===== src/rtl/matrix_pkg.sv =====
// Shared types and constants for the matrix fetch/compute slice.
package matrix_pkg;

   localparam int unsigned NUM_ROWS  = 8;
   localparam int unsigned ROW_W     = 64;
   localparam int unsigned ELEM_W    = 8;
   localparam int unsigned ROW_IDX_W = $clog2(NUM_ROWS);

   typedef logic [ROW_IDX_W-1:0] row_idx_t;

   typedef enum logic [1:0] {
      StIdle,
      StIssue,
      StWaitData,
      StDrain
   } fetch_state_e;

endpackage


===== src/rtl/row_fifo.sv =====
// Small synchronous FIFO holding {row_idx, data} entries; head is read combinationally.
module row_fifo #(
   parameter int unsigned DEPTH = 2,
   parameter int unsigned WIDTH = 67,
   localparam int unsigned CNT_W = $clog2(DEPTH + 1)
) (
   input  logic             clk,
   input  logic             reset_n,
   input  logic             flush,
   input  logic             push,
   input  logic [WIDTH-1:0] push_data,
   input  logic             pop,
   output logic [WIDTH-1:0] head_data,
   output logic [CNT_W-1:0] count,
   output logic             empty
);

   localparam int unsigned PTR_W = (DEPTH > 1) ? $clog2(DEPTH) : 1;
   localparam logic [PTR_W-1:0] LAST_PTR = PTR_W'(DEPTH - 1);
   localparam logic [CNT_W-1:0] FULL_CNT = CNT_W'(DEPTH);

   logic [WIDTH-1:0] mem_q [DEPTH];
   logic [PTR_W-1:0] rd_ptr_q, wr_ptr_q;
   logic [CNT_W-1:0] count_q;
   logic             do_push, do_pop;

   function automatic logic [PTR_W-1:0] next_ptr(input logic [PTR_W-1:0] ptr);
      return (ptr == LAST_PTR) ? '0 : ptr + PTR_W'(1);
   endfunction

   assign empty     = (count_q == '0);
   assign do_pop    = pop && !empty;
   // A pop frees the slot being written, so a full FIFO still takes a same-cycle push.
   assign do_push   = push && ((count_q != FULL_CNT) || do_pop);
   assign head_data = mem_q[rd_ptr_q];
   assign count     = count_q;

   always_ff @(posedge clk or negedge reset_n) begin
      if (!reset_n) begin
         for (int i = 0; i < int'(DEPTH); i++) begin
            mem_q[i] <= '0;
         end
         rd_ptr_q <= '0;
         wr_ptr_q <= '0;
         count_q  <= '0;
      end else if (flush) begin
         rd_ptr_q <= '0;
         wr_ptr_q <= '0;
         count_q  <= '0;
      end else begin
         if (do_push) begin
            mem_q[wr_ptr_q] <= push_data;
            wr_ptr_q        <= next_ptr(wr_ptr_q);
         end
         if (do_pop) begin
            rd_ptr_q <= next_ptr(rd_ptr_q);
         end
         count_q <= count_q + CNT_W'(do_push) - CNT_W'(do_pop);
      end
   end

endmodule


===== src/rtl/matrix_row_fetcher.sv =====
// Avalon-MM read master fetching NUM_ROWS matrix rows into a valid/ready stream.
// Optional FETCH_TIMEOUT_EN adds a WAIT_DATA watchdog and a sticky err output.
module matrix_row_fetcher #(
   parameter int unsigned       NUM_ROWS   = matrix_pkg::NUM_ROWS,
   parameter int unsigned       DATA_W     = matrix_pkg::ROW_W,
   parameter int unsigned       ADDR_W     = 32,
   parameter logic [ADDR_W-1:0] BASE_ADDR  = '0,
`ifdef FETCH_TIMEOUT_EN
   parameter int unsigned       TIMEOUT_CYCLES = 64,
`endif
   parameter int unsigned       FIFO_DEPTH = 2,
   localparam int unsigned      ROW_IDX_W  = (NUM_ROWS > 1) ? $clog2(NUM_ROWS) : 1
) (
   input  logic                 clk,
   input  logic                 reset_n,
   input  logic                 start,
   output logic                 busy,
   output logic                 done,
`ifdef FETCH_TIMEOUT_EN
   output logic                 err,
`endif
   output logic [ADDR_W-1:0]    avm_address,
   output logic                 avm_read,
   input  logic [DATA_W-1:0]    avm_readdata,
   input  logic                 avm_readdatavalid,
   input  logic                 avm_waitrequest,
   output logic                 out_valid,
   input  logic                 out_ready,
   output logic [DATA_W-1:0]    out_data,
   output logic [ROW_IDX_W-1:0] out_row,
   output logic                 out_last
);

   import matrix_pkg::*;

   localparam int unsigned ISSUE_W = $clog2(NUM_ROWS) + 1;
   localparam int unsigned CNT_W   = $clog2(FIFO_DEPTH + 1);
   localparam int unsigned ENTRY_W = ROW_IDX_W + DATA_W;
   localparam logic [ISSUE_W-1:0]   ALL_ROWS  = ISSUE_W'(NUM_ROWS);
   localparam logic [ISSUE_W-1:0]   LAST_POP  = ISSUE_W'(NUM_ROWS - 1);
   localparam logic [ROW_IDX_W-1:0] LAST_ROW  = ROW_IDX_W'(NUM_ROWS - 1);
   localparam logic [CNT_W:0]       DEPTH_LIM = (CNT_W + 1)'(FIFO_DEPTH);

   fetch_state_e         state_q, state_d;
   logic [ISSUE_W-1:0]   issue_row_q, issue_row_d;
   logic [ISSUE_W-1:0]   pop_cnt_q, pop_cnt_d;
   logic                 outstanding_q, outstanding_d;
   logic                 done_q, done_d;

   logic [CNT_W-1:0]     fifo_count;
   logic                 fifo_empty;
   logic [ENTRY_W-1:0]   head;
   logic [ROW_IDX_W-1:0] push_row;
   logic                 credit_ok, accept, push, pop, last_pop, timeout, flush;

   // Credit covers both buffered rows and the one in flight, so a push never hits a full FIFO.
   assign credit_ok = ({1'b0, fifo_count} + (CNT_W + 1)'(outstanding_q)) < DEPTH_LIM;
   assign accept    = avm_read && !avm_waitrequest;
   assign push      = avm_readdatavalid && outstanding_q;
   assign pop       = out_valid && out_ready;
   assign last_pop  = pop && (pop_cnt_q == LAST_POP);
   assign push_row  = ROW_IDX_W'(issue_row_q - ISSUE_W'(1));
   assign flush     = timeout;

`ifdef FETCH_TIMEOUT_EN
   localparam logic [15:0] TMO_LAST = 16'(TIMEOUT_CYCLES - 1);

   logic [15:0] tmo_cnt_q, tmo_cnt_d;
   logic        err_q, err_d;

   assign timeout = (state_q == StWaitData) && !push && (tmo_cnt_q == TMO_LAST);

   always_comb begin
      tmo_cnt_d = '0;
      if (state_q == StWaitData && !push) begin
         tmo_cnt_d = tmo_cnt_q + 16'd1;
      end
      err_d = err_q;
      if (state_q == StIdle && start) begin
         err_d = 1'b0;
      end else if (timeout) begin
         err_d = 1'b1;
      end
   end

   always_ff @(posedge clk or negedge reset_n) begin
      if (!reset_n) begin
         tmo_cnt_q <= '0;
         err_q     <= 1'b0;
      end else begin
         tmo_cnt_q <= tmo_cnt_d;
         err_q     <= err_d;
      end
   end

   assign err = err_q;
`else
   assign timeout = 1'b0;
`endif

   row_fifo #(
      .DEPTH (FIFO_DEPTH),
      .WIDTH (ENTRY_W)
   ) u_row_fifo (
      .clk       (clk),
      .reset_n   (reset_n),
      .flush     (flush),
      .push      (push),
      .push_data ({push_row, avm_readdata}),
      .pop       (pop),
      .head_data (head),
      .count     (fifo_count),
      .empty     (fifo_empty)
   );

   always_ff @(posedge clk or negedge reset_n) begin
      if (!reset_n) begin
         state_q <= StIdle;
      end else begin
         state_q <= state_d;
      end
   end

   always_comb begin
      state_d       = state_q;
      issue_row_d   = issue_row_q;
      pop_cnt_d     = pop ? pop_cnt_q + ISSUE_W'(1) : pop_cnt_q;
      outstanding_d = outstanding_q;
      done_d        = 1'b0;
      unique case (state_q)
         StIdle: begin
            if (start) begin
               state_d     = StIssue;
               issue_row_d = '0;
               pop_cnt_d   = '0;
            end
         end
         StIssue: begin
            if (accept) begin
               state_d       = StWaitData;
               outstanding_d = 1'b1;
               issue_row_d   = issue_row_q + ISSUE_W'(1);
            end
         end
         StWaitData: begin
            if (push) begin
               outstanding_d = 1'b0;
               state_d       = (issue_row_q < ALL_ROWS) ? StIssue : StDrain;
            end else if (timeout) begin
               outstanding_d = 1'b0;
               state_d       = StIdle;
            end
         end
         StDrain: begin
            if (last_pop) begin
               state_d = StIdle;
               done_d  = 1'b1;
            end
         end
         default: state_d = StIdle;
      endcase
   end

   always_ff @(posedge clk or negedge reset_n) begin
      if (!reset_n) begin
         issue_row_q   <= '0;
         pop_cnt_q     <= '0;
         outstanding_q <= 1'b0;
         done_q        <= 1'b0;
      end else begin
         issue_row_q   <= issue_row_d;
         pop_cnt_q     <= pop_cnt_d;
         outstanding_q <= outstanding_d;
         done_q        <= done_d;
      end
   end

   always_comb begin
      busy        = (state_q != StIdle);
      avm_read    = (state_q == StIssue) && credit_ok;
      avm_address = '0;
      if (avm_read) begin
         avm_address = BASE_ADDR + ADDR_W'(issue_row_q);
      end
      done        = done_q;
      out_valid   = !fifo_empty;
      out_data    = head[DATA_W-1:0];
      out_row     = head[ENTRY_W-1:DATA_W];
      out_last    = out_valid && (out_row == LAST_ROW);
   end

endmodule


===== config.mk =====
export PLATFORM = sky130hd
export DESIGN_NAME = matrix_row_fetcher
export DESIGN_NICKNAME = d
export VERILOG_FILES = /design/src/rtl/matrix_pkg.sv /design/src/rtl/row_fifo.sv /design/src/rtl/matrix_row_fetcher.sv
export SDC_FILE = /design/constraint.sdc
export NUM_CORES = 1
export LEC_CHECK = 0
export CAP_MARGIN = 20
export CORE_ASPECT_RATIO = 1.25
export CORE_UTILIZATION = 49
export CTS_CLUSTER_DIAMETER = 60
export DETAILED_ROUTE_END_ITERATION = 8
export GPL_ROUTABILITY_DRIVEN = 1
export PLACE_DENSITY = 0.87
export SETUP_SLACK_MARGIN = 0.2
export SLEW_MARGIN = 30
export SYNTH_ARGS = -nofsm -noshare
export SYNTH_HDL_FRONTEND = slang
export SYNTH_SLANG_ARGS = --single-unit

===== constraint.sdc =====
create_clock -name clk -period 2.3 [get_ports clk]
set_input_delay 0.46 -clock clk [delete_from_list [all_inputs] [get_ports clk]]
set_output_delay 0.46 -clock clk [all_outputs]
set_load 0.03 [all_outputs]

Yosys cells after proc, flatten, opt, wreduce, memory -nomap -nowiden
Index checks and enable logic that the tools add are counted.
{"block": "totals", "ff_bits": 150}
{"block": "classes", "add_sub_neg": 8, "magnitude_cmp": 5, "n_eq_ne": 10, "muxes": 26, "bitwise": 2, "n_reduce_logical": 20}
{"operator": "$mux W67", "n": 4}
{"operator": "$bwmux W134", "n": 1}
{"operator": "$demux W67 S1", "n": 1}
{"operator": "$mux W4", "n": 6}
{"operator": "$mux W2", "n": 5}
{"operator": "$logic_and A1 B1 Y1", "n": 9}
{"operator": "$add A4 B1 Y4 const B", "n": 2}
{"operator": "$ne A2 B2 Y1 const B", "n": 4}
{"operator": "$pmux W2 S4", "n": 1}
{"operator": "$pmux W4 S2", "n": 1}
{"operator": "$mux W1", "n": 6}
{"operator": "$reduce_and A3 Y1", "n": 2}
{"operator": "$reduce_bool A2 Y1", "n": 3}
{"operator": "$eq A2 B2 Y1 const B", "n": 2}
{"operator": "$eq A4 B3 Y1 const B", "n": 1}
{"operator": "$ge A2 B2 Y1 const B", "n": 2}
{"operator": "$logic_not A2 Y1", "n": 2}
{"operator": "$lt A4 B4 Y1 const B", "n": 1}
{"operator": "$not A1 Y2", "n": 2}
{"operator": "$reduce_and A4 Y1", "n": 1}
{"operator": "$add A2 B1 Y3", "n": 1}
{"operator": "$eq A3 B3 Y1 const B", "n": 1}
{"operator": "$lt A3 B2 Y1 const B", "n": 1}
{"operator": "$sub A3 B1 Y3 const B", "n": 1}
{"operator": "other kinds (9)", "n": 11}

Longest topological paths before layout
{"block": "logic_depth", "word_depth": 8, "mapped_depth": 8, "ltp_nobuf": 7}

Modules after synthesis
From an unflattened synthesis, not the netlist that was laid out.
{"block": "hier_totals", "hier_cells": 485, "area_unflattened_um2": 7053.0}
{"mod": "row_fifo", "n_inst": 1, "cells_per_inst": 381, "area_per_inst_um2": 6118.4}
{"mod": "matrix_row_fetcher", "n_inst": 1, "cells_per_inst": 104, "area_per_inst_um2": 934.6}

Least setup slack after synthesis
No wires, ideal clock.
{"block": "synth_path", "path_kind": "reg-to-output", "start": "register u_row_fifo.count_q[0], in the netlist u_row_fifo.count[0]", "end": "output avm_address[0]", "arrival_time_ns": 2.095, "path_slack_ns": -0.255, "stages_incl_launch_ff": 4, "path_cell_list": "dfrtp_1 a21boi_0 nor3b_1 and2_1"}
{"block": "synth_via", "elab_chain_len": 4}
{"element": "start, declared", "line_no": "row_fifo.sv:24", "text": "logic [CNT_W-1:0] count_q;"}
{"element": "start signal, assigned", "line_no": "row_fifo.sv:58", "text": "count_q <= count_q + CNT_W'(do_push) - CNT_W'(do_pop);"}
{"element": "$add A2 B1 Y3", "line_no": "matrix_row_fetcher.sv:57", "text": "assign credit_ok = ({1'b0, fifo_count} + (CNT_W + 1)'(outstanding_q)) < DEPTH_LIM;"}
{"element": "$lt A3 B2 Y1", "line_no": "matrix_row_fetcher.sv:57"}
{"element": "$logic_and A1 B1 Y1", "line_no": "matrix_row_fetcher.sv:180", "text": "avm_read = (state_q == StIssue) && credit_ok;"}
{"element": "net avm_read", "line_no": "matrix_row_fetcher.sv:23", "text": "output logic avm_read,"}
{"element": "$mux W4", "line_no": "matrix_row_fetcher.sv:182", "text": "if (avm_read) begin"}
{"element": "end, declared", "line_no": "matrix_row_fetcher.sv:22", "text": "output logic [ADDR_W-1:0] avm_address,"}
The timed path passes the listed nets, and every way through them passes these cells.

Final worst setup path
{"block": "layout_path", "start": "register u_row_fifo.rd_ptr_q", "end": "output out_last"}
{"block": "layout_via", "elab_chain_len": 6}
{"element": "start, declared", "line_no": "row_fifo.sv:23", "text": "logic [PTR_W-1:0] rd_ptr_q, wr_ptr_q;"}
{"element": "start signal, assigned", "line_no": "row_fifo.sv:56", "text": "rd_ptr_q <= next_ptr(rd_ptr_q);"}
{"element": "$not A1 Y2 (implied by the code)", "line_no": "row_fifo.sv:35", "text": "assign head_data = mem_q[rd_ptr_q];"}
{"element": "$mux W67 (implied by the code) (3 in a row)", "line_no": "row_fifo.sv:35"}
{"element": "$eq A3 B3 Y1", "line_no": "matrix_row_fetcher.sv:189", "text": "out_last = out_valid && (out_row == LAST_ROW);"}
{"element": "$logic_and A1 B1 Y1", "line_no": "matrix_row_fetcher.sv:189"}
{"element": "end, declared", "line_no": "matrix_row_fetcher.sv:31", "text": "output logic out_last"}
Every way passes these cells. The select of a mux whose other input is x is not followed.

==> key figures <==
Clock network
  • CTS Sinks: 150
  • Clk root buf: clkbuf_16
  • Clock transition at path regs: 0.06 ns
  • Clock latency on the worst-skew pair: 0.41 ns
  • Clock Tree Buf Depth: 2
  • Max H-tree Level: 4
  • CTS Buf Count: 17
  • CTS tree: done

Setup path
  • Reg2reg start: u_row_fifo.count[0]
  • Worst setup SP type: flip-flop
  • Crit-path max FO: 7
  • Reg2reg end: u_row_fifo.mem_q[20]
  • Critical Path AT: 1.75 ns
  • Crit path kind: reg2out
  • Setup crit end: out_last
  • Crit. Startpoint: u_row_fifo.rd_ptr_q
  • Worst setup EP type: primary output
  • Worst reg2reg path depth: 5
  • Reg-to-reg setup timing slack: 0.46 ns
  • Worst endpoint required time: 1.84 ns

Die
  • Chip width: 108 um
  • Die extent in y: 134 um
  • Ports: 174
  • Row count: 47
  • Placeable Area: 13400 um2
  • Total Die Area: 14400 um2
  • Initial core utilization: 51.0%

Pwr
  • Pwr/cell area: 748 nW/um2
  • Reg power frac: 40.7%
  • Clock power frac: 39.8%
  • Internal Power: 5.04 mW
  • Worst VDD drop: 0.423 mV
  • Comb power frac: 19.6%
  • Total power: 6.93 mW
  • Pleak: 4.81 nW
  • Switching Power: 1.89 mW
  • Sw Share: 27.3%

Drt
  • Antenna-violating nets left: 0
  • Residual DRC: 0
  • WL final: 15500 um
  • Iter 0 DRT Violations: 78
  • Average vias per placed instance: 5.18
  • DR vias: 4267
  • Mean routed wirelength per cell: 18.8 um
  • Initial DRT Pass Iterations: 4

Global routing
  • All-Layer GR Usage: 20.9%
  • Initial antenna violation count: 0
  • First-pass GRT wire length: 23100 um
  • Gr ovfl total: 0
  • Largest net degree at the start of global routing: 60
  • Vias in the first global route: 4712

Placement
  • IO buf count: 145
  • Pre-CTS setup slack: 0.0402 ns
  • Placed insts: 778
  • Placer congestion estimate: 0.823
  • DP Wirelength: 9530 um

Timing
  • Skew final: 0.00745 ns
  • Worst-Margin Slew: 0.569 ns
  • RSZ-0062 raised after global routing: true
  • Slew HR: 62.0%
  • Final setup vio count: 0
  • Fmax: 453 MHz
  • Fin. max-slew vios: 0
  • Final Hold Fails: 2
  • Final period utilization: 96.0%
  • Final hold slack: -0.00410 ns
  • Final worst setup slack: 0.0931 ns
  • Min Tclk post-route: 2.21 ns

Yosys
  • Main area contributors after synthesis: dfrtp_1, mux2_2, mux2_1
  • Yosys warnings: 0
  • Syn Area/Cell: 14.4 um2
  • Post-synthesis cell type count: 36
  • Synth Instances: 473
  • Post-Syn Area: 6830 um2
  • Post-synth top area share: 54.9%
  • FF+latch count, synth: 150
  • Cell taking the most area after synthesis: dfrtp_1
  • Seq/Total Area, Yosys: 54.9%

Outcome
  • Failing checks: hold timing
  • Status: complete, but fails checks

Final layout
  • Final Non-Filler Cells: 824
  • Area growth, synth to finish: 35.7%
  • Layout cells sized above 1: 48.2%
  • Final Net Count: 716
  • N_diodes: 0

Run
  • MaxCap Viol Count: 0

Min path
  • Hold crit path type: in2async
-- what timing repair did --
action | in CTS | in global routing
buffers inserted | 1 | 9
hold buffers | 0 | 0
setup endpoints to repair | 72 | 71
resized for setup | 365 | 72
pin swaps | 0 | 6
gates cloned | 1 | 4
-- per-stage QoR --
step | utilization, % | setup TNS [ns] | area [um2]
6_report | 69.2 | 0 | 9270
5_1_grt | 69.2 | 0 | 9270
4_1_cts | 67.2 | -0.0294 | 9010
3_5_place_dp | 62.9 | 0 | 8440
3_3_place_gp | 62.9 | 0 | 8440
2_1_floorplan | - | 0 | 6950
-- cells in the final DEF, fill, tap and decap left out, types with 3 or more instances in the layout --
cell type / netlist / layout
and3_1: 3 / 3
buf_12: 0 / 7
buf_2: 13 / 3
buf_4: 32 / 37
buf_6: 3 / 42
clkbuf_16: 0 / 20
clkbuf_2: 0 / 8
clkdlybuf4s50_1: 0 / 69
clkinv_4: 0 / 3
clkinvlp_4: 0 / 4
conb_1: 1 / 28
dfrtp_1: 150 / 148
ha_1: 5 / 5
inv_1: 9 / 9
inv_6: 0 / 3
mux2_1: 30 / 30
mux2_2: 171 / 146
mux2_4: 0 / 25
mux2i_1: 5 / 5
nand2_1: 9 / 9
nand3_1: 3 / 3
nor2_1: 5 / 5
xnor2_1: 4 / 4
xor2_1: 3 / 3
-- state kept, by name (all words and copies together), names as in the netlist --
name and cells:
outstanding_q 1, u_row_fifo.wr_ptr_q 1, pop_cnt_q 4, u_row_fifo.rd_ptr_q 1
state_q 2, done 1, u_row_fifo.mem_q 134, u_row_fifo.count 2
issue_row_q 4
-- critical path, cell delays in order (launching register included) --
cell and delay [ns]:
dfrtp_2 0.51, buf_12 0.17, mux2_4 0.31, and4_1 0.21, buf_6 0.14
-- layout make-up --
type	instances	area, um2
Sequential cell	150	3760
Multi-Input combinational cell	290	2920
Clock buffer	18	439
Fill cell	912	4140
Tap cell	171	214
Inverter	9	33.8
Timing Repair Buffer	173	1760
Clock inverter	13	148
-- Yosys cell counts --
cell,n
xor2_1,3
inv_1,9
nor3b_1,1
and4_1,1
xnor2_1,4
dfrtp_1,150
a211oi_1,2
nand4b_1,1
a221oi_1,1
a21boi_0,1
and3_1,3
nor3_1,1
clkbuf_1,2
or2_2,1
ha_1,5
mux2i_1,5
mux2_1,30
buf_1,1
buf_6,3
nand3b_1,1
buf_4,32
a211o_1,1
buf_2,13
conb_1,1
o211ai_1,1
or3b_2,1
a21oi_1,2
nand3_1,3
nor2_1,5
o21ai_0,2
or3_1,1
mux2_2,171
nand2_1,9
a211oi_2,1
and2_1,4
o21ai_1,1
-- logic make-up (layout without fill, tap and decap cells) --
group	after synthesis	count (layout)	synth area share, %
multiplexers	206	206	33.9
flip-flops	150	150	54.9
buffers and inverters	60	213	5.62
AND/OR/NAND/NOR	32	32	2.49
AO/OA/AOI/OAI	12	12	1.24
XOR/XNOR	7	7	0.897
adder cells (fa/ha/maj)	5	5	0.915
other	1	28	0.0549
-- metal layers --
metal  track usage (%)  share of wire (%)
met1              24.1                 39
met5                 0                  0
met4              7.61                1.7
met3              5.10                5.5
met2              37.4                 54
-- power groups by stage --
stage / Sequential (mW) / Combinational, mW / Clock (mW)
global placement: 2.83 / 0.974 / 0
CTS: 2.81 / 1.08 / 2.80
detailed placement: 2.84 / 1.00 / 0
floorplan: 2.79 / 0.666 / 0
global route: 2.83 / 1.44 / 2.92
finish: 2.82 / 1.36 / 2.76
-- worst min-delay path by stage --
stage,from,to,slack (ns),depth (start not counted)
after floorplan,reset_n,done,0.16,0
after global placement,reset_n,u_row_fifo.mem_q[51],0.46,1
after detailed placement,reset_n,u_row_fifo.mem_q[119],0.47,1
after CTS,reset_n,u_row_fifo.mem_q[119],0.02,1
after global routing,reset_n,u_row_fifo.mem_q[119],0.03,1
final,reset_n,u_row_fifo.mem_q[119],-0.004,1
(Power assumes the default switching activity.)
